**config.mk**
```make
export PLATFORM = sky130hd
export DESIGN_NAME = sram_link_initiator_flat
export DESIGN_NICKNAME = d
export VERILOG_FILES = /design/src/rtl/sram_link_pkg.sv /design/src/rtl/sram_link_initiator_if.sv /design/src/rtl/sram_link_initiator.sv /design/src/flat_wrapper.sv
export SDC_FILE = /design/constraint.sdc
export NUM_CORES = 1
export LEC_CHECK = 0
export CORE_AREA = 2 2 116 118
export DETAILED_ROUTE_END_ITERATION = 16
export DIE_AREA = 0 0 118 120
export MAX_ROUTING_LAYER = met4
export SLEW_MARGIN = 30
export SYNTH_ARGS = -nofsm -noshare
export SYNTH_HDL_FRONTEND = slang
export SYNTH_SLANG_ARGS = --single-unit
```
**constraint.sdc**
```tcl
create_clock -name clk -period 3.1 [get_ports clk]
set_input_delay 0.62 -clock clk [delete_from_list [all_inputs] [get_ports clk]]
set_output_delay 0.62 -clock clk [all_outputs]
set_load 0.05 [all_outputs]
```
**src/rtl/sram_link_pkg.sv**
```systemverilog
// Shared definitions for the byte-serial SRAM link: state encoding, field
// widths and the command-byte layout used by both ends of the link.
package sram_link_pkg;

  localparam int ADDR_W         = 5;
  localparam int DATA_W         = 32;
  localparam int BYTES_PER_WORD = 4;
  localparam int CMD_READ_BIT   = 5;

  typedef enum logic [2:0] {
    ST_IDLE,
    ST_CMD,
    ST_WDATA,
    ST_RDATA,
    ST_RESP
  } state_t;

  // Command byte: [7:6] zero, [5] read flag, [4:0] word address.
  function automatic logic [7:0] build_cmd(input logic is_read,
                                           input logic [ADDR_W-1:0] addr);
    logic [7:0] cmd;
    cmd               = 8'h00;
    cmd[ADDR_W-1:0]   = addr;
    cmd[CMD_READ_BIT] = is_read;
    return cmd;
  endfunction

  // Write data goes out MSB first: index 0 selects bits [31:24].
  function automatic logic [7:0] wr_byte(input logic [DATA_W-1:0] data,
                                         input logic [1:0] idx);
    return data[{~idx, 3'b000} +: 8];
  endfunction

endpackage

```
**src/rtl/sram_link_initiator_if.sv**
```systemverilog
// Request/response, tx-byte and rx-byte channels of the SRAM link initiator.
// The master view belongs to the initiator, the slave view to its environment.
interface sram_link_initiator_if;

  logic                             req_valid;
  logic                             req_ready;
  logic                             req_write;
  logic [sram_link_pkg::ADDR_W-1:0] req_addr;
  logic [sram_link_pkg::DATA_W-1:0] req_wdata;

  logic                             rsp_valid;
  logic                             rsp_ready;
  logic [sram_link_pkg::DATA_W-1:0] rsp_rdata;
  logic                             rsp_err;
  logic                             wr_done;

  logic [7:0]                       tx_data;
  logic                             tx_valid;
  logic                             tx_ready;

  logic [7:0]                       rx_data;
  logic                             rx_valid;
  logic                             rx_ready;

  modport master (
    input  req_valid, req_write, req_addr, req_wdata, rsp_ready,
           tx_ready, rx_data, rx_valid,
    output req_ready, rsp_valid, rsp_rdata, rsp_err, wr_done,
           tx_data, tx_valid, rx_ready
  );

  modport slave (
    output req_valid, req_write, req_addr, req_wdata, rsp_ready,
           tx_ready, rx_data, rx_valid,
    input  req_ready, rsp_valid, rsp_rdata, rsp_err, wr_done,
           tx_data, tx_valid, rx_ready
  );

endinterface

```
**src/rtl/sram_link_initiator.sv**
```systemverilog
// Host-side initiator: serializes read/write requests into command + data
// bytes and reassembles the four-byte read response, with an inter-byte
// timeout that aborts a stalled read.
module sram_link_initiator
  import sram_link_pkg::*;
#(
  parameter int TIMEOUT_CYCLES = 1024
) (
  input  logic                 clk,
  input  logic                 rst,
  sram_link_initiator_if.master bus
);

  localparam int              TMR_W    = (TIMEOUT_CYCLES > 1) ? $clog2(TIMEOUT_CYCLES) : 1;
  localparam logic [TMR_W-1:0] TMR_LAST = TMR_W'(TIMEOUT_CYCLES - 1);
  localparam logic [1:0]      LAST_IDX = 2'(BYTES_PER_WORD - 1);

  state_t              r_state;
  logic                r_write;
  logic [DATA_W-1:0]   r_wdata;
  logic [1:0]          r_idx;
  logic [TMR_W-1:0]    r_tmr;

  logic [7:0]          r_tx_data;
  logic                r_tx_valid;
  logic                r_rsp_valid;
  logic [DATA_W-1:0]   r_rsp_rdata;
  logic                r_rsp_err;
  logic                r_wr_done;

  logic                w_tx_fire;
  logic                w_rx_fire;
  logic [1:0]          w_idx_inc;

  assign w_tx_fire = r_tx_valid & bus.tx_ready;
  assign w_rx_fire = bus.rx_valid & bus.rx_ready;
  assign w_idx_inc = r_idx + 2'd1;

  // Ready signals decode straight from state; IDLE also swallows stray rx bytes.
  assign bus.req_ready = (r_state == ST_IDLE);
  assign bus.rx_ready  = (r_state == ST_IDLE) || (r_state == ST_RDATA);

  assign bus.tx_data   = r_tx_data;
  assign bus.tx_valid  = r_tx_valid;
  assign bus.rsp_valid = r_rsp_valid;
  assign bus.rsp_rdata = r_rsp_rdata;
  assign bus.rsp_err   = r_rsp_err;
  assign bus.wr_done   = r_wr_done;

  // Protocol FSM with all datapath registers and registered outputs.
  always_ff @(posedge clk or posedge rst) begin
    if (rst) begin
      r_state     <= ST_IDLE;
      r_write     <= 1'b0;
      r_wdata     <= '0;
      r_idx       <= 2'd0;
      r_tmr       <= '0;
      r_tx_data   <= 8'h00;
      r_tx_valid  <= 1'b0;
      r_rsp_valid <= 1'b0;
      r_rsp_rdata <= '0;
      r_rsp_err   <= 1'b0;
      r_wr_done   <= 1'b0;
    end else begin
      r_wr_done <= 1'b0;
      unique case (r_state)
        ST_IDLE: begin
          if (bus.req_valid) begin
            r_write    <= bus.req_write;
            r_wdata    <= bus.req_wdata;
            r_tx_data  <= build_cmd(!bus.req_write, bus.req_addr);
            r_tx_valid <= 1'b1;
            if (!bus.req_write) begin
              r_rsp_rdata <= '0;
            end
            r_state <= ST_CMD;
          end
        end

        ST_CMD: begin
          if (w_tx_fire) begin
            r_idx <= 2'd0;
            if (r_write) begin
              r_tx_data <= wr_byte(r_wdata, 2'd0);
              r_state   <= ST_WDATA;
            end else begin
              r_tx_valid <= 1'b0;
              r_tmr      <= '0;
              r_state    <= ST_RDATA;
            end
          end
        end

        ST_WDATA: begin
          if (w_tx_fire) begin
            r_idx <= w_idx_inc;
            if (r_idx == LAST_IDX) begin
              r_tx_valid <= 1'b0;
              r_wr_done  <= 1'b1;
              r_state    <= ST_IDLE;
            end else begin
              r_tx_data <= wr_byte(r_wdata, w_idx_inc);
            end
          end
        end

        ST_RDATA: begin
          // A byte arriving on the expiry cycle still counts as received.
          if (w_rx_fire) begin
            r_rsp_rdata[{r_idx, 3'b000} +: 8] <= bus.rx_data;
            r_idx <= w_idx_inc;
            r_tmr <= '0;
            if (r_idx == LAST_IDX) begin
              r_rsp_valid <= 1'b1;
              r_rsp_err   <= 1'b0;
              r_state     <= ST_RESP;
            end
          end else if (r_tmr == TMR_LAST) begin
            r_rsp_valid <= 1'b1;
            r_rsp_err   <= 1'b1;
            r_state     <= ST_RESP;
          end else if (r_tmr != '1) begin
            r_tmr <= r_tmr + TMR_W'(1);
          end
        end

        ST_RESP: begin
          if (bus.rsp_ready) begin
            r_rsp_valid <= 1'b0;
            r_rsp_err   <= 1'b0;
            r_state     <= ST_IDLE;
          end
        end

        default: r_state <= ST_IDLE;
      endcase
    end
  end

endmodule
```
**src/flat_wrapper.sv**
```systemverilog
// flat-port wrapper written by rule: the top's interface ports become plain ports
module sram_link_initiator_flat import sram_link_pkg::*;
#(
  parameter int TIMEOUT_CYCLES = 1024
)
  (clk, rst, bus_req_valid, bus_req_write, bus_req_addr, bus_req_wdata, bus_rsp_ready, bus_tx_ready, bus_rx_data, bus_rx_valid, bus_req_ready, bus_rsp_valid, bus_rsp_rdata, bus_rsp_err, bus_wr_done, bus_tx_data, bus_tx_valid, bus_rx_ready);
  sram_link_initiator_if bus_i ();
  input  logic clk;
  input  logic rst;
  input wire logic [$bits(bus_i.req_valid)-1:0] bus_req_valid;
  input wire logic [$bits(bus_i.req_write)-1:0] bus_req_write;
  input wire logic [$bits(bus_i.req_addr)-1:0] bus_req_addr;
  input wire logic [$bits(bus_i.req_wdata)-1:0] bus_req_wdata;
  input wire logic [$bits(bus_i.rsp_ready)-1:0] bus_rsp_ready;
  input wire logic [$bits(bus_i.tx_ready)-1:0] bus_tx_ready;
  input wire logic [$bits(bus_i.rx_data)-1:0] bus_rx_data;
  input wire logic [$bits(bus_i.rx_valid)-1:0] bus_rx_valid;
  output wire logic [$bits(bus_i.req_ready)-1:0] bus_req_ready;
  output wire logic [$bits(bus_i.rsp_valid)-1:0] bus_rsp_valid;
  output wire logic [$bits(bus_i.rsp_rdata)-1:0] bus_rsp_rdata;
  output wire logic [$bits(bus_i.rsp_err)-1:0] bus_rsp_err;
  output wire logic [$bits(bus_i.wr_done)-1:0] bus_wr_done;
  output wire logic [$bits(bus_i.tx_data)-1:0] bus_tx_data;
  output wire logic [$bits(bus_i.tx_valid)-1:0] bus_tx_valid;
  output wire logic [$bits(bus_i.rx_ready)-1:0] bus_rx_ready;
  assign bus_i.req_valid = bus_req_valid;
  assign bus_i.req_write = bus_req_write;
  assign bus_i.req_addr = bus_req_addr;
  assign bus_i.req_wdata = bus_req_wdata;
  assign bus_i.rsp_ready = bus_rsp_ready;
  assign bus_i.tx_ready = bus_tx_ready;
  assign bus_i.rx_data = bus_rx_data;
  assign bus_i.rx_valid = bus_rx_valid;
  assign bus_req_ready = bus_i.req_ready;
  assign bus_rsp_valid = bus_i.rsp_valid;
  assign bus_rsp_rdata = bus_i.rsp_rdata;
  assign bus_rsp_err = bus_i.rsp_err;
  assign bus_wr_done = bus_i.wr_done;
  assign bus_tx_data = bus_i.tx_data;
  assign bus_tx_valid = bus_i.tx_valid;
  assign bus_rx_ready = bus_i.rx_ready;
  sram_link_initiator #(.TIMEOUT_CYCLES(TIMEOUT_CYCLES)) u_core (.clk(clk), .rst(rst), .bus(bus_i));
endmodule
```
**After elaboration in Yosys (flattened, before gate mapping)**

Cells that the tools add are included.

- Bitwise operators: 3
- Reductions and logical operators: 16
- Multipliers: 0
- Divide/modulo/power cells: 0
- Multiplexer cells: 47
- $add $sub $neg: 3
- Shifts and indexed selects: 3
- $lt $le $gt $ge: 0
- Equality and inequality tests: 21

Operators by type and width:

| operator | count |
|---|---|
| 32-bit 2-to-1 mux | 3 |
| 32-bit one-hot mux with 2 select lines | 1 |
| 10-bit 2-to-1 mux | 5 |
| 8-bit 2-to-1 mux | 5 |
| 32-bit bitwise mux | 1 |
| 8-bit by 7-bit variable shift with 32-bit output (first input constant) | 1 |
| 32-bit by 6-bit indexed part select with 8-bit output | 1 |
| 8-bit by 7-bit indexed part select with 32-bit output | 1 |
| 3-bit 2-to-1 mux | 8 |
| 8-bit one-hot mux with 3 select lines | 1 |
| 10-bit one-hot mux with 2 select lines | 1 |
| 3-bit one-hot mux with 5 select lines | 1 |
| 1-bit 2-to-1 mux | 14 |
| 4-bit AND reduction | 3 |
| 6-bit AND reduction | 2 |
| 10-bit by 1-bit adder with 10-bit output (second input constant) | 1 |
| 10-bit == test (second input constant) | 1 |
| 10-bit inequality test (second input constant) | 1 |
| 2-bit by 1-bit inequality test with 1-bit output (second input constant) | 5 |
| 2-bit inequality test (second input constant) | 5 |
| 3-bit by 2-bit inequality test with 1-bit output (second input constant) | 3 |
| 5-bit negation with 7-bit output | 1 |
| 7-bit AND reduction | 1 |
| 3-bit by 2-bit == test with 1-bit output (second input constant) | 2 |
| 18 further kinds | 25 |

- Bits in latches: 0
- Word-level logic and storage cells: 104
- Bits in read-only memories: 0
- Memories: 0
- Input port bits: 52
- Output and inout port bits: 46
- Register bits after elaboration: 92
- RAM bits: 0

**Logic depth before layout (Yosys ltp)**

- Depth after elaboration: 6
- Depth in mapped cells: 8
- Gate-level depth less buffers: 6

**Worst setup path after synthesis**

Ideal clock, no wire load.

- Kind: register to register
- Start: register u_core.r_state[0]
- End: register u_core.r_wdata[10]
- Setup time: 0.125 ns
- Data arrival time: 2.558 ns
- Setup slack: 0.417 ns
- Buffers on the path: 3
- Data required time: 2.975 ns
- Stages on the path, launching flop included: 7
- Clock period less this slack: 2.683 ns
- Cells stage by stage: dfrtp_1 > buf_4 > nor3_1 > and2_1 > buf_4 > buf_6 > mux2_2

- Word-level cells in the longest chain between the ends: 2

Ends and longest elaborated chain:

| element | RTL line | RTL |
|---|---|---|
| start, declared | sram_link_initiator.sv:18 | `state_t r_state;` |
| start signal, assigned | sram_link_initiator.sv:53 | `r_state <= ST_IDLE;` |
| start signal, assigned | sram_link_initiator.sv:76 | `r_state <= ST_CMD;` |
| start signal, assigned | sram_link_initiator.sv:85 | `r_state <= ST_WDATA;` |
| 3-bit logical NOT | n/a |  |
| via bus_req_ready | flat_wrapper.sv:18 | `output wire logic [$bits(bus_i.req_ready)-1:0] bus_req_ready;` |
| 2-bit AND reduction (no line) | n/a |  |
| end signal, assigned | sram_link_initiator.sv:70 | `r_wdata <= bus.req_wdata;` |
| end, declared | sram_link_initiator.sv:20 | `logic [DATA_W-1:0] r_wdata;` |

The timed path passes the listed nets, and every way through them passes these cells.
A chain may end at the register's enable or synchronous reset.

**Final worst setup path**

- Start: register u_core.r_state[0]
- End: output bus_req_ready

- Word-level cells in the longest chain between the ends: 1

Ends and longest elaborated chain:

| element | RTL line | RTL |
|---|---|---|
| 3-bit logical NOT | sram_link_initiator.sv:40 | `assign bus.req_ready = (r_state == ST_IDLE);` |
| end, declared | flat_wrapper.sv:18 |  |

Every way passes these cells.

==> impl_summary.txt <==
----------------------------------------------------
[Placement]
  Placed cell area ... 0.00571 mm²
  # port buffers ... 97
  HPWL reported at the end of detailed placement ... 7.69 mm
  Last weighted congestion value of the routability-driven placer ... 0.786
  Placed Cells incl. Taps ... 634

[Finish]
  Leading cell type in the layout, fill and taps excluded ... clkdlybuf4s50_1
  Antenna cell count ... 0
  Post-route cell area ... 0.00602 mm²
  Most frequent cells in the layout ... clkdlybuf4s50_1, dfrtp_1, nand2_1, mux2_2, a22o_1
  Proportion of layout cells with a drive suffix above 1 ... 0.196
  Final nets ... 528
  Area growth from synthesis to final layout ... 31.5%
  Area occupied by multi-input gates ... between 0.002 and 0.0025 mm²
  Filler cell count ... between 1,000 and 1,500
  Non-filler instance count after layout ... 650
  Sequential standard cell area ... 0.00230 mm²

[Power]
  LEAKAGE ... 2.45 nW
  Cell Pwr Density ... 869 mW/mm²
  Worst voltage drop across the vdd grid ... 0.000358 V

[Die]
  Area enclosed by the die boundary ... 0.0142 mm²
  Die width ... 118 µm
  Number of standard-cell rows in the floorplan ... 42
  Die Span Y ... between 100 and 150 µm
  Number of top-level design ports ... 98
  Initial standard-cell utilization of the core ... 0.353
  CORE AREA ... 0.0130 mm²

[Worst setup path]
  Worst stage delay on the critical path ... a little under 0.9 ns
  Cell Chain, Critical Path ... nor3_1, clkdlybuf4s50_1
  Cell family with the largest share of critical-path delay ... buffers and inverters
  Classification of the worst setup path ... flop to output pin
  CP max FO ... 9
  Sort of element at the end of the critical path ... output pin
  Worst Path Arrival ... 2.04 ns
  Data required time of the worst path ... 2.48 ns
  Slowest-stage cell, CP ... clkdlybuf4s50_1
  Critical path launch point type ... flop
  Buffering stage count on the worst path with inverters included ... 1

[GRT]
  Total gr overflow ... 0
  Number of antenna violations at the first check in global routing ... 0
  Largest net degree at the start of global routing ... between 90 and 100
  Number of global-route vias before repair ... roughly 3,500
  Wire length of the first global-routing pass ... 17.6 mm
  Overall routing resource usage ... 0.160

[Logic synthesis]
  Synth unique cells ... 64
  Avg Cell Area, Syn ... 12.3 µm²
  Main flop type after synthesis ... dfrtp_1
  Synthesized cell area ... 0.00458 mm²
  Number of standard cells after synthesis ... ~370
  Count of flip-flops with a built-in enable after synthesis ... 0
  Sequential share of the synthesized area ... 0.502
  Share of synthesized registers carrying an async set or reset ... 1.00
  Synthesized netlist net count ... roughly 430
  Flip-flop and latch count after synthesis ... 92
  Number of warnings issued by yosys ... 0

[STA]
  Normalized max-slew margin ... 0.571
  Min Tclk post-route ... around 2.7 ns
  Period utilisation layout ... 0.859
  Number of pins with negative max-slew slack in the final report ... 0
  RSZ-0062 raised after global routing ... no
  Final setup TNS ... 0 ns
  # setup viols final ... 0
  Number of endpoints with negative hold slack in the final report ... 0
  Fmax ... 0.376 GHz
  Slew at the pin with the worst max-slew slack ... 0.644 ns
  Clock tree skew after final layout ... 0.00917 ns

[Clock tree]
  Cell at the root of the clock tree ... clkbuf_16
  Hold_buf cts ... 0
  Number of H-tree levels ... 3
  Clock Sink Count ... 92
  Worst skew pair latency ... 0.34 ns
  Clock tree from TritonCTS ... built
  Clock input transition at the sequential cells of the worst setup and hold paths ... 0.07 ns
  Post-cts sizing count ... 0
  Buffer depth of the longest clock path ... 2
  Post-CTS Repair Setup Buffers ... 0
  Number of buffers created by CTS ... 9

[Route]
  Drc violations ... 0
  Number of detailed-route iterations in the first pass ... 4
  Average wire per standard cell ... 16.5 µm
  Drt first-iter violations ... 124
  Count of antenna-violating nets left after detailed routing ... 0
  Total via count after detailed routing ... 3,347
  Vias per Instance ... 5.15
  Routed wire length ... 10.7 mm

[Outcome]
  Run status ... completed

[Job]
  Max Cap Viol ... 0

[Min path]
  Class of the tightest hold or removal check ... flop to flop

----------------------------------------------------
[kinds of logic after synthesis]
kind of cell | synth area share
AOI/OAI and AO/OA | 0.150
xor gates and xnor gates | 0.00191
adders and majority gates | 0.0191
buffers and inverters | 0.0388
DFF | 0.502
muxes | 0.150
and+or+nand+nor | 0.137
[path summary, 6_finish.rpt]
kind / start / endpoint / slack [ns] / cells after the start
setup / recovery: u_core.r_state[0] / bus_req_ready / 0.44 / 2
hold / removal: u_core.bus.rsp_rdata[4] / u_core.bus.rsp_rdata[4] / 0.49 / 2
setup reg to reg: u_core.r_idx[1] / u_core.bus.tx_data[6] / 0.88 / 5
hold reg to reg: u_core.bus.rsp_rdata[4] / u_core.bus.rsp_rdata[4] / 0.49 / 2
max in group asynchronous: rst / u_core.r_tmr[3] / 2.02 / 3
min in group asynchronous: rst / u_core.bus.rsp_rdata[29] / 0.70 / 3
[registers in the layout, indices dropped and copies added (netlist names)]
name	count
u_core.bus.tx_valid	1
u_core.bus.rsp_err	1
u_core.bus.rsp_rdata	32
u_core.r_tmr	10
u_core.r_state	3
u_core.r_wdata	32
u_core.bus.wr_done	1
u_core.r_idx	2
u_core.bus.tx_data	8
u_core.r_write	1
u_core.bus.rsp_valid	1
[Yosys cell counts (4+ instances only)]
library cell,instances,share of area
a21oi_1,8,0.0087
a22o_1,25,0.048
buf_2,4,0.0044
buf_4,6,0.0098
buf_6,5,0.012
dfrtp_1,92,0.50
ha_1,7,0.019
inv_1,11,0.0090
mux2_2,35,0.086
mux2i_1,7,0.015
mux4_2,8,0.039
nand2_1,36,0.029
nand3_1,6,0.0066
nor2_1,15,0.012
nor2b_1,4,0.0055
o211ai_1,9,0.015
o21ai_0,5,0.0055
o21ai_1,9,0.0098
o221ai_1,5,0.0096
o31ai_1,4,0.0066
[area by class of cell]
type	count	share of cell area
Clock buffer	11	0.0420
Clock inverter	5	0.00976
Inverter	11	0.00706
Multi-Input combinational cell	251	0.349
Sequential cell	92	0.382
Tap cell	176	0.0366
Timing Repair Buffer	104	0.174
[where the power goes]
part	switching [mW]	total (mW)	internal, mW
clock network	0.471	1.14	0.671
logic	1.26	2.31	1.05
registers	0.237	1.78	1.55
[through the flow]
stage               setup WS (ns)  hold slack, ns  power, mW  utilization
finish                      0.437           0.486       5.23        0.464
global route                0.352           0.522       5.53        0.464
global placement            0.647           0.472       4.07        0.440
floorplan                  0.0880           0.475       3.54            -
detailed placement          0.511           0.480       4.13        0.440
CTS                         0.406           0.495       5.29        0.464
[worst register-to-register path: cells and delay by family (launching register included)]
| family | cells | cell delay, ns |
|---|---|---|
| AOI/OAI and AO/OA | 1 | 0.24 |
| adders and majority gates | 1 | 0.71 |
| DFF | 1 | 0.39 |
| muxes | 2 | 0.66 |
| buffers and inverters | 1 | 0.11 |
[per-layer routing]
metal  vias to the layer above  GRT usage  wire (µm)
li1                       1592          -          -
met1                      1675      0.194       4680
met2                        69      0.261       5320
met3                        11     0.0418        576
met4                         0     0.0565        121
met5                         -          -          0
Note: power is estimated with default switching activity, not from simulation.
